$ cat src/rtl/wb_ctrl.sv
// wb_ctrl: arbitrates MEM/WB and long-latency results onto the single register-file write port.
// Latency: a result selected in cycle N is on w_* in cycle N+1. Long-latency results are buffered in a FIFO first.
// Backpressure: the pipeline is never stalled; lr_ready_o drops only while the FIFO is full; id_stall_o flags RAW/WAW hazards.
module wb_ctrl #(
  parameter int XLEN       = 32,
  parameter int RA_W       = 5,
  parameter int FIFO_DEPTH = 2
) (
  input  logic            clk_100MHz,
  input  logic            arst_n,
  input  logic            pipe_we_i,
  input  logic [RA_W-1:0] pipe_rd_i,
  input  logic [XLEN-1:0] pipe_data_i,
  input  logic            lr_valid_i,
  output logic            lr_ready_o,
  input  logic [RA_W-1:0] lr_rd_i,
  input  logic [XLEN-1:0] lr_data_i,
  input  logic            iss_lr_i,
  input  logic [RA_W-1:0] iss_rd_i,
  input  logic [RA_W-1:0] id_rs1_i,
  input  logic [RA_W-1:0] id_rs2_i,
  input  logic [RA_W-1:0] id_rd_i,
  output logic            id_stall_o,
  output logic            w_ena_o,
  output logic [RA_W-1:0] w_addr_o,
  output logic [XLEN-1:0] w_data_o
);

  localparam int PTR_W = (FIFO_DEPTH > 1) ? $clog2(FIFO_DEPTH) : 1;
  localparam int CNT_W = PTR_W + 1;
  localparam int NREG  = 1 << RA_W;

  // Long-latency result buffer; storage needs no reset, validity lives in cnt_q.
  logic [RA_W-1:0]  fifo_rd_q   [FIFO_DEPTH];
  logic [XLEN-1:0]  fifo_data_q [FIFO_DEPTH];
  logic [PTR_W-1:0] wr_ptr_q, wr_ptr_d;
  logic [PTR_W-1:0] rd_ptr_q, rd_ptr_d;
  logic [CNT_W-1:0] cnt_q, cnt_d;

  logic            w_ena_q, w_ena_d;
  logic [RA_W-1:0] w_addr_q, w_addr_d;
  logic [XLEN-1:0] w_data_q, w_data_d;

  logic [NREG-1:0] busy_q, busy_d;
  // Set when the value currently on w_* came from the FIFO and its busy bit
  // should be released at the end of this cycle (one cycle conservative).
  logic            rel_vld_q, rel_vld_d;

  logic            push, pop, pipe_sel, head_wr;
  logic [RA_W-1:0] head_rd;
  logic [XLEN-1:0] head_data;

  assign lr_ready_o = (cnt_q != CNT_W'(FIFO_DEPTH));
  assign push       = lr_valid_i & lr_ready_o;
  assign pipe_sel   = pipe_we_i & (pipe_rd_i != '0);
  assign pop        = ~pipe_sel & (cnt_q != '0);
  assign head_rd    = fifo_rd_q[rd_ptr_q];
  assign head_data  = fifo_data_q[rd_ptr_q];
  // x0 entries are drained silently.
  assign head_wr    = pop & (head_rd != '0);

  // FIFO storage write on accepted long-latency result.
  always_ff @(posedge clk_100MHz) begin
    if (push) begin
      fifo_rd_q[wr_ptr_q]   <= lr_rd_i;
      fifo_data_q[wr_ptr_q] <= lr_data_i;
    end
  end

  // FIFO pointer and occupancy next-state; pointers wrap naturally (power-of-two depth).
  always_comb begin
    wr_ptr_d = wr_ptr_q;
    rd_ptr_d = rd_ptr_q;
    cnt_d    = cnt_q;
    if (push) wr_ptr_d = wr_ptr_q + PTR_W'(1);
    if (pop)  rd_ptr_d = rd_ptr_q + PTR_W'(1);
    case ({push, pop})
      2'b10:   cnt_d = cnt_q + CNT_W'(1);
      2'b01:   cnt_d = cnt_q - CNT_W'(1);
      default: cnt_d = cnt_q;
    endcase
  end

  // Write-port selection: pipeline first, then FIFO head; address/data hold when idle.
  always_comb begin
    w_ena_d  = 1'b0;
    w_addr_d = w_addr_q;
    w_data_d = w_data_q;
    if (pipe_sel) begin
      w_ena_d  = 1'b1;
      w_addr_d = pipe_rd_i;
      w_data_d = pipe_data_i;
    end else if (head_wr) begin
      w_ena_d  = 1'b1;
      w_addr_d = head_rd;
      w_data_d = head_data;
    end
  end

  // Scoreboard next-state: release the previously written FIFO register, then apply a new issue (set wins).
  always_comb begin
    busy_d = busy_q;
    if (rel_vld_q) busy_d[w_addr_q] = 1'b0;
    if (iss_lr_i)  busy_d[iss_rd_i] = 1'b1;
    busy_d[0] = 1'b0;
    // A re-issue to the register being popped keeps it owned by the new op.
    rel_vld_d = head_wr & ~(iss_lr_i & (iss_rd_i == head_rd));
  end

  // State registers with asynchronous active-low reset.
  always_ff @(posedge clk_100MHz or negedge arst_n) begin
    if (!arst_n) begin
      wr_ptr_q  <= '0;
      rd_ptr_q  <= '0;
      cnt_q     <= '0;
      w_ena_q   <= 1'b0;
      w_addr_q  <= '0;
      w_data_q  <= '0;
      busy_q    <= '0;
      rel_vld_q <= 1'b0;
    end else begin
      wr_ptr_q  <= wr_ptr_d;
      rd_ptr_q  <= rd_ptr_d;
      cnt_q     <= cnt_d;
      w_ena_q   <= w_ena_d;
      w_addr_q  <= w_addr_d;
      w_data_q  <= w_data_d;
      busy_q    <= busy_d;
      rel_vld_q <= rel_vld_d;
    end
  end

  assign id_stall_o = busy_q[id_rs1_i] | busy_q[id_rs2_i] | busy_q[id_rd_i];
  assign w_ena_o    = w_ena_q;
  assign w_addr_o   = w_addr_q;
  assign w_data_o   = w_data_q;

endmodule

$ cat config.mk
export PLATFORM = sky130hd
export DESIGN_NAME = wb_ctrl
export DESIGN_NICKNAME = d
export VERILOG_FILES = /design/src/rtl/wb_ctrl.sv
export SDC_FILE = /design/constraint.sdc
export NUM_CORES = 1
export LEC_CHECK = 0
export ABC_CLOCK_PERIOD_IN_PS = 5700
export BUFFER_PORTS_ARGS = -buffer_cell sky130_fd_sc_hd__buf_2
export CAP_MARGIN = 25
export CORE_ASPECT_RATIO = 0.9
export CORE_MARGIN = 4
export CORE_UTILIZATION = 59
export DETAILED_ROUTE_END_ITERATION = 10
export HOLD_SLACK_MARGIN = 0.05
export PLACE_DENSITY_LB_ADDON = 0.08
export SYNTH_ARGS = -nofsm -noshare
export SYNTH_HDL_FRONTEND = slang
export SYNTH_SLANG_ARGS = --single-unit
export TNS_END_PERCENT = 30
$ cat constraint.sdc
create_clock -name clk_100MHz -period 5.7 [get_ports clk_100MHz]
set_input_delay 0.285 -clock clk_100MHz [delete_from_list [all_inputs] [get_ports clk_100MHz]]
set_output_delay 0.285 -clock clk_100MHz [all_outputs]
set_load 0.005 [all_outputs]
==> qor.csv, run 1 <==
stage,metric,value,unit
outcome,status,"complete, no violations",
global_route,antenna violations before repair,0,
worst_setup_path,most used cell along the critical path,mux2i_1,
die,Starting Density,60.2,%
power,VDD IR max,0.260,mV
cells_and_area,"most common cell after layout, fill and taps aside",buf_2,
logic_synthesis,Mean Syn Cell Area,12.9,µm²
clock_tree,worst skew pair latency,430,ps
worst_setup_path,Top delay family on crit path,flip-flops,
route,DR pass1 iterations,5,
run,max_cap viols,0,
cells_and_area,Final #Nets,795,
die,Die ar.,13400,µm²
worst_setup_path,data arrival time of the worst path,3500,ps
die,Die Span Y,110,µm
worst_setup_path,CP max-delay cell,dfrtp_2,
worst_setup_path,Setup crit end kind,register,
power,pwr/cell area,447,nW/µm²
worst_setup_path,Max stage delay on crit path,1000,ps
route,DRC errors left,0,
logic_synthesis,Post-synth ARST share,50.0,%
global_route,vias in the first global route,5158,
logic_synthesis,Mapped Cells,530,
global_route,remaining global-route overflow,0,
route,detail-routed via count per cell,5.82,
cells_and_area,share of layout cells above drive strength 1,33.1,%
logic_synthesis,Mapped Area,6850,µm²
clock_tree,number of clock sinks,148,
clock_tree,PostCTS Resize Cnt,0,
timing,fin crit period,3210,ps
timing,RSZ-0062 raised after global routing,no,
logic_synthesis,Unique masters post-synth,50,
die,DIE WIDTH,122,µm
timing,Slew headroom,35.4,%
logic_synthesis,sequential cell area fraction in the yosys report,59.4,%
worst_setup_path,Critical Path Fanout Max,40,
clock_tree,CTS buffer count,17,
logic_synthesis,"EDFF count, synth",74,
die,io pins,139,
cells_and_area,Layout area overhead,25.4,%
timing,Final Hold Vio Count,0,
logic_synthesis,#FFs+latches synth,148,
clock_tree,Root Buffer,clkbuf_16,
logic_synthesis,top post-synthesis cells by area,"edfxtp_1, dfrtp_1, mux2i_1",
logic_synthesis,Main synth FF type,edfxtp_1,
route,Routed Antenna Nets,0,
cells_and_area,"commonest cells after routing, fill and taps aside","buf_2, edfxtp_1, dfrtp_1",
worst_hold_path,Worst Hold Class,primary input to register,
timing,Max Freq,312,MHz
worst_setup_path,Worst Path Buf+Inv,1,
logic_synthesis,Mapped Nets,630,
clock_tree,CTS tree,built,
timing,setup_tns,0,ps
worst_setup_path,CP Class,register to register,
placed_design,pre-CTS WS,2440,ps
power,leakage power,3.53,nW
route,Initial DRC Count,412,
timing,setup violators final,0,
clock_tree,clock slew at reported path FFs,60,ps
die,core footprint,11400,µm²
worst_setup_path,Critical Path Start Type,register,
route,wire per inst,19.0,µm
logic_synthesis,Synth warnings,0,
placed_design,port buffer count,138,
global_route,gr usage total,25.8,%
clock_tree,htree depth,4,
logic_synthesis,dominant cell type by area after synthesis,edfxtp_1,
worst_setup_path,cells along the critical path,"mux2i_1, nand3_1, o221ai_4, buf_4, mux2i_1, o21ai_1",
logic_synthesis,top cell type's share of synthesized area,32.4,%
timing,Slew @ Worst Pin,969,ps
worst_setup_path,WP data required,5990,ps
route,vias,5033,
timing,setup ws final,2490,ps
placed_design,hpwl dp,10800,µm
timing,Tcrit/Tclk final,56.3,%
timing,fin. max-slew vios,0,
route,Routed Wire Length,16400,µm
global_route,largest net degree at the start of global routing,75,
placed_design,Routability Congestion,0.876,
die,number of cell rows,37,
timing,clk_skew,11.4,ps
clock_tree,clk buf depth,2,
global_route,global-route wire length before repair,26100,µm
## registers in the layout, summed over array words and instances (netlist names)
register / count
busy_q: 31
w_addr_o: 5
cnt_q: 2
fifo_data_q: 64
w_data_o: 32
w_ena_o: 1
fifo_rd_q: 10
rel_vld_q: 1
wr_ptr_q: 1
rd_ptr_q: 1
## metrics by stage
step	cell area, µm²	hold slack [ps]	cells	util, %	total power, mW
floorplan	6850	-10.6	530	-	2.40
global placement	7640	473	796	67.1	2.71
detailed placement	7660	476	797	67.2	2.76
CTS	8530	52.4	860	74.9	3.85
global route	8590	50.7	864	75.4	4.05
finish	8590	63.2	865	75.5	3.84
## final cells by class
| class | count | area (µm²) |
|---|---|---|
| inverters | 5 | 18.8 |
| well taps | 156 | 195 |
| repair buffers | 176 | 1100 |
| diodes | 1 | 2.50 |
| clock inverters | 7 | 72.6 |
| multi-input cells | 347 | 2640 |
| fillers | 761 | 2790 |
| flip-flops and latches | 148 | 4080 |
| clock buffers | 25 | 495 |
## per-layer routing
layer	GRT usage [%]	vias up	part of all wire, %
met4	11.0	0	1.6
met1	33.8	2479	42
li1	-	2325	-
met3	6.38	25	7.7
met2	41.5	204	49
met5	0	-	0
## final timing paths
kind                         startpoint                 to  slack [ps]  cells after the start
setup / recovery               rd_ptr_q       w_data_o[22]        2490                      6
hold / removal             lr_data_i[3]  fifo_data_q[1][3]          60                      1
setup reg to reg               rd_ptr_q       w_data_o[22]        2490                      6
hold reg to reg            w_data_o[12]       w_data_o[12]         550                      2
max in group asynchronous        arst_n           rd_ptr_q        4860                      3
min in group asynchronous        arst_n         busy_q[18]         250                      2
## synth_stat cells (2+ instances only)
cell and instances:
a21oi_1 5, buf_2 7, buf_4 2, buf_6 2, clkbuf_1 18, dfrtp_1 74, edfxtp_1 74, inv_1 5
mux2_1 5, mux2_2 36, mux2_4 2, mux2i_1 51, mux4_2 14, nand2_1 47, nand2b_1 4, nand3_1 14
nand3b_1 10, nor2_1 12, nor2b_1 2, nor3_1 3, nor4_1 2, nor4b_1 2, o21ai_0 60, o21ai_1 38
o21ai_2 3, o22ai_1 2, or3_1 3, or3b_2 3, xnor2_1 7, xor2_1 3
## what timing repair did
action | in CTS | in global routing
hold endpoints to repair | 60 | 18
buffers inserted | 0 | 0
endpoints found under the setup margin | 0 | 0
hold buffers | 31 | 3
## worst reg2reg max path, cell delays in order (launching register included)
cell and delay (ps):
dfrtp_2 1000, mux2i_1 450, nand3_1 180, o221ai_4 570, buf_4 530, mux2i_1 280, o21ai_1 80
## logic make-up after synthesis
family | synth area share (%)
mux | 19.2
fa+ha+maj | 0.183
compound gates | 9.68
xor+xnor | 1.28
buf+inv | 2.37
flops | 59.4
simple gates | 7.83
## power breakdown
part,switching (mW),internal (mW)
clock,0.419,0.647
combinational,0.494,0.550
sequential,0.277,1.45
No activity file was read; power rests on OpenSTA's default activity.
==> inputs of run 2 (changes only) <==
--- a/config.mk
+++ b/config.mk
@@ -5,12 +5,12 @@
 export SDC_FILE = /design/constraint.sdc
 export NUM_CORES = 1
 export LEC_CHECK = 0
-export ABC_CLOCK_PERIOD_IN_PS = 5700
+export ABC_CLOCK_PERIOD_IN_PS = 2900
 export BUFFER_PORTS_ARGS = -buffer_cell sky130_fd_sc_hd__buf_2
 export CAP_MARGIN = 25
 export CORE_ASPECT_RATIO = 0.9
 export CORE_MARGIN = 4
-export CORE_UTILIZATION = 59
+export CORE_UTILIZATION = 50
 export DETAILED_ROUTE_END_ITERATION = 10
 export HOLD_SLACK_MARGIN = 0.05
 export PLACE_DENSITY_LB_ADDON = 0.08
==> constraint.sdc (replaced) <==
create_clock -name clk_100MHz -period 2.9 [get_ports clk_100MHz]
set_input_delay 0.145 -clock clk_100MHz [delete_from_list [all_inputs] [get_ports clk_100MHz]]
set_output_delay 0.145 -clock clk_100MHz [all_outputs]
set_load 0.005 [all_outputs]
==> qor.csv, run 2 (synthesis gave the netlist of run 1 again) <==
stage,metric,value,unit,change
outcome,status,"complete, no violations",,
power,sw frac,30.8,%,-0.13 points
worst_setup_path,Setup crit end kind,output pin,,
power,Tot Pwr,7.74,mW,+100%
global_route,antenna violations before repair,1,,+1
cells_and_area,sequential cell area,4080,µm²,unchanged
die,io pins,139,,unchanged
clock_tree,Post-CTS Setup Inserts,0,,unchanged
route,Routed Wire Length,17300,µm,+5.5%
global_route,grt met1 use,29.1,%,-4.6 points
clock_tree,CTS tree,built,,
route,Routed Antenna Nets,0,,unchanged
timing,fin crit period,2270,ps,
timing,Final Hold Vio Count,0,,unchanged
timing,Max Freq,441,MHz,
worst_setup_path,Critical Path Start Type,register,,
clock_tree,PostCTS Resize Cnt,0,,unchanged
worst_setup_path,CP Class,register to output pin,,
cells_and_area,fillers,975,,+28%
clock_tree,Root Buffer,clkbuf_16,,
timing,fin. max-slew vios,0,,unchanged
timing,setup_tns,0,ps,unchanged
route,Initial DRC Count,278,,-33%
power,design internal power,5.35,mW,+100%
global_route,global-route wire length before repair,28300,µm,+8.4%
clock_tree,clock slew at reported path FFs,60,ps,about the same
die,Starting Density,51.3,%,-8.9 points
power,leakage power,3.75,nW,+6.2%
cells_and_area,max FFs per register,64,,unchanged
global_route,largest net degree at the start of global routing,75,,unchanged
cells_and_area,Util after Layout,68.3,%,-7.2 points
power,clock share of power,28.2,%,+0.4 points
die,Die Span Y,119,µm,+8.0%
worst_setup_path,data arrival time of the worst path,2120,ps,-1380 ps
power,part of the power in registers,42.9,%,-2.2 points
route,detail-routed via count per cell,5.57,,-4.3%
placed_design,hpwl dp,11100,µm,+2.4%
placed_design,port buffer count,138,,unchanged
cells_and_area,diode count,0,,-1
worst_hold_path,Worst Hold Class,primary input to register,,
cells_and_area,Layout area overhead,33.2,%,
route,vias,5158,,+2.5%
global_route,grt met3 use,7.05,%,+0.67 points
worst_setup_path,Critical Path Fanout Max,4,,-90%
global_route,remaining global-route overflow,0,,unchanged
worst_setup_path,Max stage delay on crit path,470,ps,-530 ps
clock_tree,CTS buffer count,17,,unchanged
worst_setup_path,Worst R2R Path Depth,6,,unchanged
power,pwr/cell area,848,nW/µm²,+90%
clock_tree,number of clock sinks,148,,unchanged
worst_setup_path,CP max-delay cell,mux4_2,,
clock_tree,worst skew pair latency,410,ps,-20 ps
worst_hold_path,count of cells along the worst hold path,3,,+2
global_route,GRT Max-Usage Layer,met2,,
global_route,gr usage total,23.0,%,-2.8 points
cells_and_area,"commonest cells after routing, fill and taps aside","buf_2, dlygate4sd3_1, edfxtp_1",,
power,combinational cell fraction of total power,28.9,%,+1.7 points
run,max_cap viols,0,,unchanged
global_route,GR Util met2,38.5,%,-3.1 points
power,VDD IR max,0.518,mV,+99%
worst_setup_path,WP data required,2760,ps,-3230 ps
cells_and_area,multi-input combinational cell area,2640,µm²,unchanged
die,Die ar.,15600,µm²,+17%
route,wire per inst,18.7,µm,-1.4%
cells_and_area,share of layout cells above drive strength 1,31.5,%,-1.5 points
cells_and_area,Final #Nets,845,,+6.3%
global_route,vias in the first global route,5464,,+5.9%
die,number of cell rows,40,,+8.1%
worst_setup_path,cells along the critical path,"mux4_2, o2111a_1, nor4_1, nand4_1, buf_2",,
route,DR pass1 iterations,5,,unchanged
cells_and_area,largest reg by FF count,fifo_data_q,,
placed_design,Routability Congestion,0.834,,-4.8%
die,core footprint,13400,µm²,+17%
timing,clk_skew,8.35,ps,-3.04 ps
power,P_sw,2.39,mW,+100%
clock_tree,clk buf depth,2,,unchanged
clock_tree,htree depth,4,,unchanged
timing,Slew @ Worst Pin,528,ps,-442 ps
timing,Slew headroom,64.8,%,+29 points
timing,RSZ-0062 raised after global routing,no,,
cells_and_area,"most common cell after layout, fill and taps aside",buf_2,,
die,DIE WIDTH,131,µm,+8.1%
route,DRC errors left,0,,unchanged
timing,Tcrit/Tclk final,78.2,%,
timing,setup violators final,0,,unchanged
[run 2: changes by cell type in the layout (fill, tap and decap cells not counted), sizes merged, moves of 2 or more]
cell | before | now
clkbuf | 25 | 18
dlygate4sd3 | 34 | 81
buf | 142 | 145
clkinv | 3 | 7
bufinv | 1 | 3
[run 2: repair_timing]
action                                  in CTS  in global routing
hold endpoints to repair                   187                  0
hold buffers                                81                  0
endpoints found under the setup margin       0                  0
[run 2: path summary, 6_finish.rpt]
check                             start            to  slack, ps
min                           pipe_we_i       w_ena_o        110
max in group asynchronous        arst_n   w_data_o[9]       2060
max                          busy_q[24]    id_stall_o        630
min reg2reg                w_data_o[24]  w_data_o[24]        550
min in group asynchronous        arst_n     busy_q[3]        240
max reg2reg                    rd_ptr_q  w_data_o[18]        810
[run 2: routing by layer]
metal | wire, µm | part of all wire (%) | vias up
met1 | 7490 | 43 | 2532
met4 | 205 | 1.2 | 2
met3 | 1100 | 6.4 | 21
met5 | 7 | 0.040 | -
li1 | - | - | 2429
met2 | 8520 | 49 | 174
[run 2: worst max-delay path, delay by kind of cell, from the launching register on]
| kind | cells | cell delay [ps] |
|---|---|---|
| DFF | 1 | 450 |
| and+or+nand+nor | 2 | 410 |
| muxes | 1 | 470 |
| AOI/OAI and AO/OA | 1 | 240 |
| buffers and inverters | 1 | 140 |
[run 2: cell type report]
class / instances / area share (%)
multi-input cells: 347 / 28.9
repair buffers: 226 / 17.5
flip-flops and latches: 148 / 44.7
clock inverters: 14 / 1.75
well taps: 168 / 2.30
inverters: 5 / 0.206
clock buffers: 18 / 4.70
[run 2: metrics by stage]
step	setup WS, ps	area [µm²]	instances	hold WS, ps
2_1_floorplan	98.4	6850	530	-151
3_5_place_dp	817	7710	812	338
3_3_place_gp	836	7710	812	333
4_1_cts	613	9110	925	81.8
5_1_grt	484	9130	926	111
6_report	631	9130	926	108
[run 2: power groups by stage]
stage	logic, mW	clock network [mW]	registers, mW
after floorplan	1.57	0	3.16
after global placement	2.11	0	3.31
after detailed placement	2.15	0	3.34
after CTS	2.25	2.22	3.31
after global routing	2.48	2.32	3.38
final	2.24	2.18	3.32
